==> src/rtl/sad_pkg.sv <==
// rtl/sad_pkg.sv - shared state enum, default sizes and clog2 helper for the SAD minimum search
package sad_pkg;

  typedef enum logic [1:0] {
    ST_IDLE = 2'd0,
    ST_SCAN = 2'd1,
    ST_DONE = 2'd2
  } sad_state_e;

  localparam int DEF_SAD_W    = 8;
  localparam int DEF_COLS     = 64;
  localparam int DEF_NUM_CAND = 4096;

  // Ceiling log2; returns 0 for values of 0 or 1.
  function automatic int clog2(input int value);
    int result;
    int v;
    result = 0;
    v      = value - 1;
    while (v > 0) begin
      result = result + 1;
      v      = v >> 1;
    end
    return result;
  endfunction

endpackage

==> src/rtl/sad_min_cell.sv <==
// rtl/sad_min_cell.sv - combinational compare/update decision for one SAD candidate
module sad_min_cell
  import sad_pkg::*;
#(
  parameter int SAD_W = DEF_SAD_W
) (
  input  logic [SAD_W-1:0] cand_i,
  input  logic [SAD_W-1:0] cur_min_i,
  input  logic             first_i,
  input  logic             tie_last_i,
  output logic             replace_o,
  output logic             equal_o
);

  logic is_less;
  logic is_equal;

  assign is_less  = cand_i < cur_min_i;
  assign is_equal = cand_i == cur_min_i;

  // The first candidate always wins so an all-ones first value still lands in the working minimum.
  assign replace_o = first_i | is_less | (tie_last_i & is_equal);
  // Equality against the initial all-ones working minimum is not a real tie.
  assign equal_o   = is_equal & ~first_i;

endmodule

==> src/rtl/sad_min_search.sv <==
// rtl/sad_min_search.sv - streaming minimum-SAD search with row/column location and tie count
module sad_min_search
  import sad_pkg::*;
#(
  parameter  int SAD_W    = DEF_SAD_W,
  parameter  int COLS     = DEF_COLS,
  parameter  int NUM_CAND = DEF_NUM_CAND,
  parameter  bit TIE_LAST = 1'b0,
  localparam int IDX_W    = clog2(NUM_CAND),
  localparam int Y_W      = clog2(COLS),
  localparam int X_W      = (clog2(NUM_CAND / COLS) < 1) ? 1 : clog2(NUM_CAND / COLS),
  localparam int TIE_W    = clog2(NUM_CAND) + 1
) (
  input  logic             clk_i,
  input  logic             rst_ni,
  input  logic             start_i,
  input  logic             in_valid_i,
  input  logic [SAD_W-1:0] in_sad_i,
  output logic             busy_o,
  output logic             done_o,
  output logic [SAD_W-1:0] sad_o,
  output logic [X_W-1:0]   x_o,
  output logic [Y_W-1:0]   y_o,
  output logic [TIE_W-1:0] tie_cnt_o
);

  localparam logic [IDX_W-1:0] LAST_IDX = IDX_W'(NUM_CAND - 1);
  localparam logic [TIE_W-1:0] TIE_MAX  = TIE_W'(NUM_CAND);

  sad_state_e        state_q, state_d;
  logic [SAD_W-1:0]  min_q, min_d;
  logic [IDX_W-1:0]  idx_q, idx_d;
  logic [IDX_W-1:0]  min_idx_q, min_idx_d;
  logic [TIE_W-1:0]  tie_q, tie_d;
  logic [SAD_W-1:0]  sad_out_q;
  logic [IDX_W-1:0]  idx_out_q;
  logic [TIE_W-1:0]  tie_out_q;

  logic accept;
  logic last_accept;
  logic replace;
  logic equal;

  sad_min_cell #(
    .SAD_W (SAD_W)
  ) u_cell (
    .cand_i     (in_sad_i),
    .cur_min_i  (min_q),
    .first_i    (idx_q == '0),
    .tie_last_i (TIE_LAST),
    .replace_o  (replace),
    .equal_o    (equal)
  );

  // Start always wins over a same-cycle candidate, so the first accept is the cycle after Start.
  assign accept      = (state_q == ST_SCAN) && in_valid_i && !start_i;
  assign last_accept = accept && (idx_q == LAST_IDX);

  // Next-state and working-register update; Start from any state re-initialises the scan.
  always_comb begin
    state_d   = state_q;
    min_d     = min_q;
    idx_d     = idx_q;
    min_idx_d = min_idx_q;
    tie_d     = tie_q;
    case (state_q)
      ST_IDLE: begin
        if (start_i) state_d = ST_SCAN;
      end
      ST_SCAN: begin
        if (accept) begin
          if (replace) begin
            min_d     = in_sad_i;
            min_idx_d = idx_q;
          end
          if (equal) begin
            if (tie_q != TIE_MAX) tie_d = tie_q + 1'b1;
          end else if (replace) begin
            tie_d = TIE_W'(1);
          end
          if (idx_q == LAST_IDX) state_d = ST_DONE;
          else                   idx_d   = idx_q + 1'b1;
        end
      end
      ST_DONE: begin
        state_d = start_i ? ST_SCAN : ST_IDLE;
      end
      default: state_d = ST_IDLE;
    endcase
    if (start_i) begin
      min_d     = '1;
      idx_d     = '0;
      min_idx_d = '0;
      tie_d     = '0;
    end
  end

  // State and working registers.
  always_ff @(posedge clk_i or negedge rst_ni) begin
    if (!rst_ni) begin
      state_q   <= ST_IDLE;
      min_q     <= '0;
      idx_q     <= '0;
      min_idx_q <= '0;
      tie_q     <= '0;
    end else begin
      state_q   <= state_d;
      min_q     <= min_d;
      idx_q     <= idx_d;
      min_idx_q <= min_idx_d;
      tie_q     <= tie_d;
    end
  end

  // Result registers capture the final working values on the last accept, so they are valid with Done.
  always_ff @(posedge clk_i or negedge rst_ni) begin
    if (!rst_ni) begin
      sad_out_q <= '0;
      idx_out_q <= '0;
      tie_out_q <= '0;
    end else if (last_accept) begin
      sad_out_q <= min_d;
      idx_out_q <= min_idx_d;
      tie_out_q <= tie_d;
    end
  end

  assign busy_o    = (state_q == ST_SCAN);
  assign done_o    = (state_q == ST_DONE);
  assign sad_o     = sad_out_q;
  assign tie_cnt_o = tie_out_q;
  assign y_o       = idx_out_q[Y_W-1:0];

  // Row is the upper index bits; a single-row window has no row bits to slice.
  generate
    if (IDX_W > Y_W) begin : g_row
      assign x_o = X_W'(idx_out_q[IDX_W-1:Y_W]);
    end else begin : g_no_row
      assign x_o = '0;
    end
  endgenerate

endmodule

==> config.mk <==
export PLATFORM = sky130hd
export DESIGN_NAME = sad_min_search
export DESIGN_NICKNAME = d
export VERILOG_FILES = /design/src/rtl/sad_pkg.sv /design/src/rtl/sad_min_cell.sv /design/src/rtl/sad_min_search.sv
export SDC_FILE = /design/constraint.sdc
export NUM_CORES = 1
export LEC_CHECK = 0
export ABC_AREA = 0
export BUFFER_PORTS_ARGS = -buffer_cell sky130_fd_sc_hd__buf_2
export CAP_MARGIN = 15
export CORE_MARGIN = 10
export CORE_UTILIZATION = 35
export DETAILED_ROUTE_END_ITERATION = 10
export HOLD_SLACK_MARGIN = 0.02
export PLACE_DENSITY = 0.52
export SKIP_CTS_REPAIR_TIMING = 1
export SYNTH_ARGS = -nofsm -noshare
export SYNTH_HDL_FRONTEND = slang
export SYNTH_SLANG_ARGS = --single-unit
==> constraint.sdc <==
create_clock -name clk_i -period 5.61 [get_ports clk_i]
set_input_delay 0.8415 -clock clk_i [delete_from_list [all_inputs] [get_ports clk_i]]
set_output_delay 0.8415 -clock clk_i [all_outputs]
set_load 0.005 [all_outputs]
==> out/qor.yml, run 1 <==
route:
  wl_per_cell_um: 16.1
  vias: 3119
  antenna_left: 0
  first_iter_violations: 188
  drt-total-wl_mm: 9.72
  post_drt_via_cell_ratio: 5.16
  dr.pass1.iters: 4
  drc: 0
job:
  cap_viol_max_count: 0
hold_path:
  hold_class: "primary input to asynchronous set/reset pin"
logic_synthesis:
  syn_area_per_cell_um2: 9.53
  syn-cell-area_um2: 4000
  synthCells: 420
  synth_top_flop_cell: "dfrtp_1"
  yosysWarnings: 0
  async_reset_ff_share_pct: 100
  synth_edf_count: 0
  ys_seq_area_share_pct: 50.0
  yosys.cell_types.count: 63
  syn-num-nets: 444
  ys_seq_elements: 80
critical_path:
  arrival_ps: 3120
  cp_cell_sequence: "buf_2, clkinv_1, nand2_1, a21oi_4, and2_4, a22o_4, mux2_4"
  cp-start-kind: "primary input"
  cp.required_ps: 5840
  end_kind: "flip-flop"
  crit_slowest_cell: "buf_2"
  criticalPathCategory: "primary input to flip-flop"
  critPathMaxFanout: 36
  slowest_delay_ps: 590
grt:
  grt_usage_pct: 12.4
  grt_first_pass_wirelength_mm: 16.4
  grt_pass1_vias: 3054
  grt_max_degree: 81
  overflow: 0
  antenna_found_initial: 0
finish:
  num_antenna_cells: 0
  n_fill_cell: 1119
  drive_gt1_share_pct: 18.1
  synthToLayoutAreaGrowth_pct: 15.3
  num-nets-final: 483
place:
  dp_hpwl_mm: 6.52
  io_buffers: 46
  globalplace.congestion: 0.809
  place_ws_ps: 2360
floorplanning:
  rows: 38
  die_area_um2: 16100
  fp.dieH_um: 127
  pin_count: 47
  start_util_pct: 36.3
  core_area_um2: 11000
  dieWidth_um: 127
pwr:
  ir_drop_v: 0.000116
  powerDensity_nw_per_um2: 280
  leakagePower_uw: 0.00221
cts:
  cts_num_sinks: 80
  clkLatencyLatePin_ps: 340
  tritoncts: "built"
  cts_root_buffer: "clkbuf_16"
  cts_max_level: 3
  cts.reportedPaths.clkPinSlew_ps: 60
  max-clock-path-buffers: 2
  cts_made_buffers: 9
timing:
  rsz0062_at_grt: "false"
  setup_viol: 0
  fin_ws_ps: 2720
  fmaxAchievable_mhz: 346
  period_share_pct: 51.5
  setup-tns-final_ps: 0
  relSlewSlack_pct: 41.4
  slew_viol_final: 0
  final-hold-violation-count: 0
  worst_pin_slew_ps: 879
  period_minus_slack_ps: 2890
  finClkSkew_ps: 8.63
status:
  status: "complete, no violations"
-- path summary, 6_finish.rpt --
| path | start | to | slack (ps) | cells after the start |
|---|---|---|---|---|
| min reg2reg | min_idx_q[8] | min_idx_q[8] | 470 | 2 |
| min | rst_ni | tie_cnt_o[5] | 410 | 1 |
| max | start_i | idx_out_q[11] | 2720 | 7 |
| max in group asynchronous | rst_ni | idx_q[4] | 4610 | 2 |
| max reg2reg | idx_q[0] | idx_out_q[11] | 3200 | 6 |
| min in group clk_i | min_idx_q[8] | min_idx_q[8] | 470 | 2 |
-- synthesized netlist by cell type, types with 2 or more instances --
cell | n | area, µm²
dfrtp_1 | 80 | 2000
nand2_1 | 77 | 289
nor2_1 | 41 | 154
a21oi_1 | 39 | 195
nand3_1 | 17 | 85.1
o21ai_0 | 17 | 85.1
inv_1 | 14 | 52.6
ha_1 | 12 | 150
xor2_1 | 12 | 105
nand4_1 | 10 | 62.6
clkbuf_1 | 9 | 33.8
nor3_1 | 8 | 40.0
a31oi_1 | 7 | 43.8
buf_2 | 5 | 25.0
o31ai_1 | 5 | 37.5
a211oi_1 | 4 | 30.0
xnor2_1 | 4 | 35.0
a31oi_2 | 3 | 37.5
and3_1 | 3 | 18.8
a21oi_4 | 2 | 32.5
a41oi_1 | 2 | 17.5
buf_6 | 2 | 22.5
nand2_2 | 2 | 12.5
nand2b_1 | 2 | 12.5
nor2b_1 | 2 | 12.5
nor3_2 | 2 | 20.0
nor4b_1 | 2 | 17.5
or3_1 | 2 | 12.5
-- cells in the final DEF, fill, tap and decap left out, types with 3 or more instances in the layout --
master,instances
nor2_1,41
nor3_1,8
a211oi_1,4
a31oi_1,7
a31oi_2,3
a21oi_1,39
inv_1,14
nand3_1,17
buf_2,45
xor2_1,12
and3_1,3
ha_1,12
xnor2_1,4
o31ai_1,5
clkbuf_16,9
nand2_1,77
dfrtp_1,80
o21ai_0,17
nand4_1,10
-- cells by family (layout without fill, tap and decap cells) --
logic type	count (synthesis)	in the layout	share of synthesized area, %
adder cells (fa/ha/maj)	12	12	3.75
buffers and inverters	35	79	4.60
flip-flops	80	80	50.0
AND/OR/NAND/NOR	184	184	22.8
AO/OA/AOI/OAI	92	92	15.0
multiplexers	1	1	0.375
XOR/XNOR	16	16	3.50
-- power breakdown --
| group | switching (µW) | internal (µW) | total (µW) |
|---|---|---|---|
| clock network | 245 | 347 | 592 |
| logic | 72.4 | 32.1 | 105 |
| registers | 7.39 | 586 | 593 |
| total | 325 | 965 | 1290 |
-- worst max-delay path: cells and delay by family --
kind / cells / cell delay (ps)
AO/OA/AOI/OAI: 2 / 360
buffers and inverters: 2 / 1060
multiplexers: 1 / 250
AND/OR/NAND/NOR: 2 / 590
-- registers in the layout, indices dropped and copies added (netlist names) --
signal     count
tie_cnt_o     13
state_q        2
tie_q         13
idx_q         12
min_q          8
min_idx_q     12
sad_o          8
idx_out_q     12
-- metal layers --
layer	routed length [µm]	vias up	global-route usage, %
met4	159	0	5.22
li1	-	1535	-
met2	4420	54	18.2
met3	401	12	2.87
met1	4740	1518	17.1
met5	0	-	0
-- per-stage QoR --
stage                     power, µW  hold WS (ps)  utilization, %  cell area, µm²  std cells
after floorplan                 674           433               -            4000        420
after CTS                      1310           470            41.6            4590        603
final                          1290           409            41.8            4610        604
after global routing           1350           430            41.8            4610        604
after global placement          706           448            38.9            4290        587
after detailed placement        707           452            38.9            4290        587
-- final cells by class --
cell class                 instances  area, µm²  share of cell area [%]
clock buffer                      10        229                    4.96
clock inverter                     6       68.8                    1.49
inverter                          15       56.3                    1.22
multi-input combinational        305       1820                    39.3
sequential                        80       2000                    43.4
tap                              140        175                    3.80
timing repair buffer              48        268                    5.80
No activity file was read; power rests on OpenSTA's default activity.
==> run 2: changes to the inputs <==
--- a/config.mk
+++ b/config.mk
@@ -12,7 +12,7 @@
 export CORE_UTILIZATION = 35
 export DETAILED_ROUTE_END_ITERATION = 10
 export HOLD_SLACK_MARGIN = 0.02
-export PLACE_DENSITY = 0.52
+export PLACE_DENSITY = 0.54
 export SKIP_CTS_REPAIR_TIMING = 1
 export SYNTH_ARGS = -nofsm -noshare
 export SYNTH_HDL_FRONTEND = slang
==> constraint.sdc (replaced) <==
create_clock -name clk_i -period 2.3 [get_ports clk_i]
set_input_delay 0.345 -clock clk_i [delete_from_list [all_inputs] [get_ports clk_i]]
set_output_delay 0.345 -clock clk_i [all_outputs]
set_load 0.005 [all_outputs]
==> out/qor.yml, run 2 (synthesis gave the netlist of run 1 again) <==
pwr:
  combPwrFrac_pct: 10.2
  ir_drop_v: 0.000405
  power_frac_clock_pct: 42.5
  powerDensity_nw_per_um2: 636
  p_sw_uw: 779
  leakagePower_uw: 0.00233
  sw_frac_of_total_pct: 25.5
  power.internal_uw: 2270
  seqPwrFrac_pct: 47.3
cts:
  max-clock-path-buffers: 2
  cts_made_buffers: 9
  tritoncts: "built"
  cts_root_buffer: "clkbuf_16"
  cts.reportedPaths.clkPinSlew_ps: 60
  cts_max_level: 3
  clkLatencyLatePin_ps: 340
  cts_num_sinks: 80
critical_path:
  r2r_setup_slack_ps: 130
  criticalPathCategory: "flip-flop to flip-flop"
  rr_endpoint: "sad_o[6]"
  end_kind: "flip-flop"
  reg2regPathDepth: 9
  critPathMaxFanout: 7
  r2r-start: "idx_q[1]"
  cp.required_ps: 2520
  cp-start-kind: "flip-flop"
  arrival_ps: 2390
route:
  drt-total-wl_mm: 10.1
  post_drt_via_cell_ratio: 5.17
  vias: 3255
  dr.pass1.iters: 4
  antenna_left: 0
  first_iter_violations: 129
  wl_per_cell_um: 16.1
  drc: 0
hold_path:
  hold_class: "primary input to asynchronous set/reset pin"
timing:
  period_minus_slack_ps: 2170
  final-hold-violation-count: 0
  relSlewSlack_pct: 60.2
  finClkSkew_ps: 7.03
  fmaxAchievable_mhz: 460
  slew_viol_final: 0
  period_share_pct: 94.5
  setup_viol: 0
  setup-tns-final_ps: 0
  worst_pin_slew_ps: 597
floorplanning:
  fp.dieH_um: 127
  start_util_pct: 36.3
  rows: 38
  dieWidth_um: 127
  die_area_um2: 16100
  pin_count: 47
  core_area_um2: 11000
status:
  status: "complete, no violations"
grt:
  overflow: 0
  grt_usage_pct: 12.9
  grt_max_degree: 44
  antenna_found_initial: 0
  grt_pass1_vias: 3253
  grt_first_pass_wirelength_mm: 17.0
finish:
  layout_common_cells: "dfrtp_1 (79), nand2_1 (77), buf_2 (45), nor2_1 (41), a21oi_1 (39)"
  num_antenna_cells: 0
  synthToLayoutAreaGrowth_pct: 20.0
  num-nets-final: 508
  n_fill_cell: 1106
  layout_commonest_cell: "dfrtp_1"
  design_area_um2: 4800
  regArea_um2: 2000
  drive_gt1_share_pct: 22.5
  multi_input_comb_area_um2: 1830
job:
  cap_viol_max_count: 0
place:
  placed_area_um2: 4500
  io_buffers: 46
  dp_hpwl_mm: 7.32
  globalplace.congestion: 0.848
==> run 2: worst max path at each step <==
stage	cells after the start	slack, ps	end	start
final	9	130	sad_o[6]	idx_q[1]
after global routing	9	-0.6	sad_o[6]	idx_q[1]
after global placement	8	110	idx_out_q[11]	in_sad_i[5]
after detailed placement	8	90	tie_cnt_o[5]	in_sad_i[1]
after floorplan	8	270	tie_q[8]	min_q[7]
after CTS	8	100	idx_out_q[11]	idx_q[1]
==> run 2: power groups by stage <==
stage	clock network [µW]	registers [µW]	logic, µW
3_5_place_dp	0	1470	294
2_1_floorplan	0	1470	177
4_1_cts	1340	1440	296
3_3_place_gp	0	1470	290
6_report	1300	1440	312
5_1_grt	1400	1450	348
==> run 2: worst max-delay path: stages (launching register included) <==
cell	delay, ps
dfrtp_2	440
inv_1	70
ha_1	170
nor4b_4	290
and3_4	270
a211o_1	190
nand2_1	230
buf_4	240
nand2_1	90
a21oi_1	70
==> run 2: layer usage <==
layer  share of wire, %  track usage [%]  wire [µm]
met1                 46             15.8       4640
met2                 49             21.3       4910
met3                4.5             3.58        459
met4               0.94             4.15         95
met5                  0                0          0
==> run 2: metrics by stage <==
| stage | utilization (%) | hold slack [ps] | setup WS (ps) | std cells | total power [µW] |
|---|---|---|---|---|---|
| floorplan | - | 49.4 | 265 | 420 | 1640 |
| detailed placement | 40.8 | 402 | 92.0 | 612 | 1760 |
| global route | 43.5 | 64.0 | -0.562 | 629 | 3190 |
| CTS | 43.2 | 44.3 | 95.6 | 628 | 3080 |
| finish | 43.5 | 15.0 | 126 | 629 | 3050 |
| global placement | 40.8 | 400 | 106 | 612 | 1760 |
==> run 2: cell type report <==
cell class	instances	share of cell area, %
Multi-Input combinational cell	305	38.1
Clock buffer	11	4.85
Tap cell	140	3.65
Timing Repair Buffer	73	9.85
Sequential cell	80	41.7
Clock inverter	5	0.703
Inverter	15	1.17
